===== config.mk =====
export PLATFORM = sky130hd
export DESIGN_NAME = vram_readout
export DESIGN_NICKNAME = d
export VERILOG_FILES = /design/src/rtl/vram_readout.sv
export SDC_FILE = /design/constraint.sdc
export NUM_CORES = 1
export LEC_CHECK = 0
export ABC_AREA = 1
export CORE_UTILIZATION = 50
export CTS_BUF_LIST = sky130_fd_sc_hd__clkbuf_16
export DETAILED_ROUTE_END_ITERATION = 10
export PLACE_DENSITY_LB_ADDON = 0.05
export SETUP_SLACK_MARGIN = 0.15
export SKIP_LAST_GASP = 1
export SYNTH_ARGS = -nofsm -noshare
export SYNTH_HDL_FRONTEND = slang
export SYNTH_SLANG_ARGS = --single-unit

===== constraint.sdc =====
create_clock -name clk -period 1.74 [get_ports clk]
set_clock_uncertainty 0.2 [all_clocks]
set_input_delay 0.261 -clock clk [delete_from_list [all_inputs] [get_ports clk]]
set_output_delay 0.261 -clock clk [all_outputs]
set_load 0.01 [all_outputs]

===== src/rtl/vram_readout.sv =====
// -----------------------------------------------------------------------------
// vram_readout
//
// Text-mode VRAM readout stage. It sits directly upstream of the pixel
// generator. From the timing generator's hCount/vCount it walks the character
// cells of each displayed scanline. For each cell it fetches the character
// byte (address 2n) and then the attribute byte (address 2n+1) from a
// synchronous VRAM. It presents the fetched bytes on readoutData together with
// the 8-phase readoutCount and the active qualifier.
//
// Per-cell phase map while active (readoutCount value):
//   1..4 : vramAddr holds the char address  (VRAM samples it at end of 1)
//   5..0 : vramAddr holds the attr address  (VRAM samples it at end of 5)
//   3    : readoutData = char byte          (captured at end of 2)
//   7    : readoutData = attr byte          (captured at end of 6)
//
// Ports
//   clk          in   1         pixel clock
//   nrst         in   1         asynchronous active-low reset
//   hCount       in   10        horizontal pixel count
//   vCount       in   10        scanline count
//   vramRdData   in   8         VRAM read data (valid one cycle after address)
//   scrollBase   in   ADDR_W-1  frame-start cell offset (VRAM_SCROLL_EN only)
//   vramAddr     out  ADDR_W    registered VRAM read address
//   readoutData  out  8         registered fetched byte
//   readoutCount out  3         free-running cell phase 0..7
//   active       out  1         high while a displayed line is read out
//
// Configuration
//   VRAM_SCROLL_EN : when defined, adds scrollBase. It is loaded into the row
//                    base at frame start (hCount==0 && vCount==0) for hardware
//                    scrolling. When undefined, the frame-start row base is 0.
// -----------------------------------------------------------------------------
module vram_readout #(
  parameter int COLS        = 80,
  parameter int ROWS        = 25,
  parameter int H_ACT_START = 152,
  parameter int ADDR_W      = 12
) (
  input  logic              clk,
  input  logic              nrst,
  input  logic [9:0]        hCount,
  input  logic [9:0]        vCount,
  input  logic [7:0]        vramRdData,
`ifdef VRAM_SCROLL_EN
  input  logic [ADDR_W-2:0] scrollBase,
`endif
  output logic [ADDR_W-1:0] vramAddr,
  output logic [7:0]        readoutData,
  output logic [2:0]        readoutCount,
  output logic              active
);

  localparam int IDX_W = ADDR_W - 1;
  localparam int COL_W = $clog2(COLS);

  localparam logic [9:0]       H_REALIGN = 10'(H_ACT_START - 1);
  localparam logic [9:0]       V_LINES   = 10'(16 * ROWS);
  localparam logic [COL_W-1:0] COL_LAST  = COL_W'(COLS - 1);
  localparam logic [IDX_W-1:0] ROW_STEP  = IDX_W'(COLS);

  logic [2:0]        count_q,    count_d;
  logic              active_q,   active_d;
  logic [COL_W-1:0]  col_q,      col_d;
  logic [IDX_W-1:0]  row_base_q, row_base_d;
  logic              row_step_q, row_step_d;
  logic [ADDR_W-1:0] addr_q,     addr_d;
  logic [7:0]        data_q,     data_d;

  logic [IDX_W-1:0]  frame_base;
  logic [IDX_W-1:0]  idx;
  logic              realign;
  logic              frame_start;
  logic              line_valid;

`ifdef VRAM_SCROLL_EN
  assign frame_base = scrollBase;
`else
  assign frame_base = '0;
`endif

  // Cell index wraps modulo 2^(ADDR_W-1); no overflow flag is wanted.
  assign idx         = row_base_q + IDX_W'(col_q);
  assign realign     = (hCount == H_REALIGN);
  assign frame_start = (hCount == 10'd0) && (vCount == 10'd0);
  assign line_valid  = (vCount < V_LINES);

  // NOTE: every signal written here gets a default first, so no path leaves
  // it unassigned and no latch is inferred.
  always_comb begin
    count_d    = count_q + 3'd1;
    active_d   = active_q;
    col_d      = col_q;
    row_base_d = row_base_q;
    row_step_d = row_step_q;
    addr_d     = addr_q;
    data_d     = data_q;

    if (realign) begin
      // Line start: phase realigns to 0. Line validity and the row-step
      // decision are captured here, so later vCount changes are ignored.
      count_d    = 3'd0;
      active_d   = line_valid;
      col_d      = '0;
      row_step_d = (vCount[3:0] == 4'hF);
    end else if (active_q) begin
      case (count_q)
        3'd0: addr_d = {idx, 1'b0};        // entering count 1: char address
        3'd4: addr_d = {idx, 1'b1};        // entering count 5: attr address
        3'd2,
        3'd6: data_d = vramRdData;         // char/attr valid in counts 3/7
        3'd7: begin
          if (col_q == COL_LAST) begin
            // Last cell done: stop before fetching cell COLS.
            col_d    = '0;
            active_d = 1'b0;
            if (row_step_q) begin
              row_base_d = row_base_q + ROW_STEP;
            end
          end else begin
            col_d = col_q + 1'b1;
          end
        end
        default: ;
      endcase
    end

    // Frame start has priority over the end-of-line row step.
    if (frame_start) begin
      row_base_d = frame_base;
    end
  end

  // NOTE: sequential state uses non-blocking assignments so every register
  // samples the pre-edge values of the others.
  always_ff @(posedge clk or negedge nrst) begin
    if (!nrst) begin
      count_q    <= '0;
      active_q   <= 1'b0;
      col_q      <= '0;
      row_base_q <= '0;
      row_step_q <= 1'b0;
      addr_q     <= '0;
      data_q     <= '0;
    end else begin
      count_q    <= count_d;
      active_q   <= active_d;
      col_q      <= col_d;
      row_base_q <= row_base_d;
      row_step_q <= row_step_d;
      addr_q     <= addr_d;
      data_q     <= data_d;
    end
  end

  assign vramAddr     = addr_q;
  assign readoutData  = data_q;
  assign readoutCount = count_q;
  assign active       = active_q;

endmodule


# Word level (Yosys, flattened, before mapping)
# Cells that the tools add are included.
totals:
  rom_bits: 0
  ram_bits: 0
  reg_bits: 43
  mem_count: 0
  latchBits: 0
  wordCells: 53
  in_bits: 30
  out_inout_bits: 24
classes:
  n_mux: 16
  order_cmp: 1
  n_shift: 0
  eq_ne: 8
  n_bitwise: 1
  n_reduce_logical: 16
  div_mod_pow: 0
  n_addsub: 4
  multipliers: 0
ops:
  columns: ["op", "count"]
  rows:
  - ["11-bit two-way mux", 6]
  - ["7-bit two-way mux", 4]
  - ["12-bit case mux with 2 select lines", 1]
  - ["10-bit logical NOT", 2]
  - ["2-bit nonzero test", 7]
  - ["11-bit by 7-bit adder with 11-bit output", 1]
  - ["11-bit by 7-bit adder with 11-bit output, second input constant", 1]
  - ["10-bit by 8-bit == test with 1-bit output, second input constant", 1]
  - ["10-bit by 9-bit < comparator with 1-bit output, second input constant", 1]
  - ["3-bit == test, second input constant", 3]
  - ["7-bit by 1-bit adder with 7-bit output, second input constant", 1]
  - ["7-bit == test, second input constant", 1]
  - ["3-bit AND reduction", 2]
  - ["5-bit AND reduction", 1]
  - ["4-bit == test, second input constant", 1]
  - ["1-bit two-way mux", 4]
  - ["3-bit by 1-bit adder with 3-bit output, second input constant", 1]
  - ["3-bit by 2-bit == test with 1-bit output, second input constant", 1]
  - ["3-bit logical NOT", 1]
  - ["3-bit two-way mux", 1]
  - ["2-bit by 1-bit inequality test with 1-bit output, second input constant", 1]
  - ["2-bit AND reduction", 1]
  - ["2-bit OR reduction", 1]
  - ["1-bit logical AND", 1]
  - ["1-bit inverter", 1]

# Depth between registers and ports, before layout
logic_depth:
  ltp_word: 7
  mapped_depth: 10
  ltp_nobuf: 10

# Least setup slack after synthesis
# Ideal clock, no wire load.
synth_timing:
  path_type: "register to register"
  startpoint: "register count_q[1] (netlist: readoutCount[1])"
  endpoint: "register row_base_q[9]"
  stages_incl_launch_ff: 9
  t_arrival_ns: 1.395
  slack_ns: 0.079
  path_buffers: 0
  synth_period_minus_slack_ns: 1.661
  required_time_ns: 1.474
  setup_ns: 0.066
  cell_sequence: "dfrtp_1 -> ha_1 -> ha_1 -> nand2_1 -> nor3_2 -> nand3_2 -> nand2_2 -> nand2_1 -> nand2_1"
synth_between:
  elab_chain_cells: 3
synth_rtl:
  columns: ["item", "line_no", "text"]
  rows:
  - ["start, declared", "62", "logic [2:0] count_q, count_d;"]
  - ["start signal, assigned", "146", "count_q <= count_d;"]
  - ["3-bit == test", "107", "case (count_q)"]
  - ["2-bit nonzero test (no line)", null, null]
  - ["5-bit AND reduction (no line)", null, null]
  - ["end signal, assigned", "149", "row_base_q <= row_base_d;"]
  - ["end, declared", "65", "logic [IDX_W-1:0] row_base_q, row_base_d;"]
# Every way passes these cells.
# A chain may end at the register's enable or synchronous reset.

# Worst setup path after layout
layout_timing:
  startpoint: "register col_q[6]"
  endpoint: "register addr_q[11] (netlist: vramAddr[11])"
layout_between:
  elab_chain_cells: 2
layout_rtl:
  columns: ["item", "line_no", "text"]
  rows:
  - ["start, declared", "64", "logic [COL_W-1:0] col_q, col_d;"]
  - ["start signal, assigned", "148", "col_q <= col_d;"]
  - ["11-bit by 7-bit adder with 11-bit output", "83", "assign idx = row_base_q + IDX_W'(col_q);"]
  - ["12-bit case mux with 2 select lines", "107", null]
  - ["end signal, assigned", "151", "addr_q <= addr_d;"]
  - ["end, declared", "67", "logic [ADDR_W-1:0] addr_q, addr_d;"]
# Every way passes these cells. The select of a mux whose other input is x is not followed.

==> metrics <==
RSZ-0062 raised after global routing yes; critical path peak fanout 5; switching pwr 0.668 mW; nets@finish 452; Post-Syn Area 2340 um^2; Final Cycle Share 0.999; DR iter-0 viols 149; GPL Wtd Cong 0.827; maximum clock rate 575 MHz; Worst EP arrival 1.71 ns; LEAKAGE 1.98 nW; die height 70.4 um; worst hold start readoutData[7]; PortBufs 53; htree depth 2; Finished Core Util 0.806; Final ANT Viol Nets 0; CTS Sinks 39; WL/cell 13.2 um; drt pass-1 iters 4; Internal 1.89 mW; drt drc 0; Initial Utilization 0.530; worst hold slack 0.262 ns; pre-CTS WS -0.241 ns; Setup Viol. Count Final 0; die footprint 4960 um^2; minimum clock period 1.74 ns; commonest non-fill, non-tap cell in the layout nand2_1; status completed; GR Overflow Total 0; most frequent cells in the layout nand2_1 (115), inv_1 (39), dfrtp_1 (34); slew at the pin closest to its max-slew limit 0.523 ns; peak supply drop 0.544 mV; post-route setup slack 0.00177 ns; HPWL Detailed 3.82 mm; Total Routing Usage GR 0.245; top cell type's share of synthesized area 0.417; Worst Hold Class flop to flop; Clk network pwr share 0.399; clock slew at reported path FFs 0.06 ns; initial antenna violation count 0; row count 24; Syn-to-layout area delta 52.0%; YS warnings 0; vias 2378; CTS tree done; first-pass GRT wire length 9.66 mm; vias per std cell 5.10; Die Width 70.4 um; Worst-Skew Late Latency 0.28 ns; num ports 54; placed cell area 3070 um^2; worst r2r src col_q[6]; final hold violations 0; Power Total 2.56 mW; Yosys top cell by area dfrtp_1; Sw Ratio 0.261; combinational power share 0.206; synth unique cells 30; layout cells sized above 1 0.229; cts bufs inserted 5; element type at the critical path end flop; CTS max path bufs 2; cells after synthesis 319; largest net degree at the start of global routing 40; drt total wl 6.17 mm; Core Box Area 4410 um^2; vias in the first global route 2135; Ant. Diodes 0; Finished Cell Area 3560 um^2; Synth Register Bits 39; Root Buffer clkbuf_16; Post-Synthesis Mean Instance Area 7.34 um^2; Setup crit start col_q[6]; Mapped Nets 358; Max-cap violations 0; Worst Setup Start Kind flop; Seq pwr share 0.395; max-slew violation count 0; post-synthesis sequential area ratio 0.417; Crit path required time 1.71 ns; pwr dens 720 nW/um^2; Slew headroom 0.652; Worst Path Class, Setup flop to flop; largest cells by area after synthesis dfrtp_1 (42%), nand2_1 (20%), inv_1 (6.6%); Layout fillers 295
## stage by stage
stage / cells / TNS, ns
finish: 466 / 0
global route: 466 / -0.0310
CTS: 455 / 0
detailed placement: 439 / -4.42
global placement: 439 / -3.74
floorplan: 319 / 0
## final cells by class
class / instances / area, um^2 / share of cell area
clock buffer: 5 / 125 / 0.0352
tap: 52 / 65.1 / 0.0183
timing repair buffer: 89 / 793 / 0.223
sequential: 39 / 982 / 0.276
multi-input combinational: 237 / 1400 / 0.393
inverter: 41 / 154 / 0.0432
clock inverter: 3 / 38.8 / 0.0109
## worst paths after layout
kind	cells after the start	slack (ns)	end
max	8	0.002	vramAddr[11]
min	2	0.26	readoutData[7]
max reg2reg	8	0.002	vramAddr[11]
min reg2reg	2	0.26	readoutData[7]
max in group asynchronous	3	0.57	row_base_q[4]
min in group asynchronous	3	0.38	readoutData[4]
## sequential cells by signal (all words and copies together) (netlist names)
register / count
vramAddr: 12
col_q: 7
active: 1
row_step_q: 1
readoutData: 8
readoutCount: 3
row_base_q: 7
## Yosys cell counts (all sizes together)
master / n
nand4: 7
nor2: 38
xnor2: 3
inv: 41
nand3: 31
xor2: 3
o2bb2ai: 1
clkbuf: 2
ha: 9
or2: 1
o21bai: 1
a31oi: 1
o21ai: 8
nor3b: 3
dfrtp: 39
buf: 2
nand2: 126
o211ai: 1
nor3: 2
## routing by layer
layer  up-vias  global-route usage  wire, um
met5         -                   0         0
met2        79               0.416      3130
met1      1099               0.322      2670
met3        12              0.0462       295
li1       1188                   -         -
met4         0              0.0600        72
## logic make-up after synthesis
group,synth area share
buffers and inverters,0.0759
AO/OA/AOI/OAI,0.0315
adder cells (fa/ha/maj),0.0481
XOR/XNOR,0.0225
flip-flops,0.417
AND/OR/NAND/NOR,0.405
## power by group through the flow
| stage | combinational, mW | clock (mW) | sequential, mW |
|---|---|---|---|
| floorplan | 0.162 | 0 | 1.05 |
| detailed placement | 0.465 | 0 | 1.04 |
| global placement | 0.452 | 0 | 1.03 |
| finish | 0.528 | 1.02 | 1.01 |
| global route | 0.577 | 1.08 | 1.02 |
| CTS | 0.481 | 1.04 | 1.01 |
## critical path, stage by stage, from the launching register on
cell and delay, ns:
dfrtp_2 0.46, ha_4 0.32, nand2_2 0.07, nor2_1 0.17, nand2_1 0.10, o211ai_1 0.09, nand2_1 0.08, nand2_1 0.09
nand2_1 0.05
## repair_timing
action / 4_1_cts / 5_1_grt
setup endpoints to repair: 42 / 36
gates resized for setup: 44 / 31
hold endpoints to repair: 39 / 0
gates cloned: 0 / 2
setup buffers: 7 / 9
hold buffers: 1 / 0
pin swaps: 13 / 15
Power figures use the tool's default switching activity.
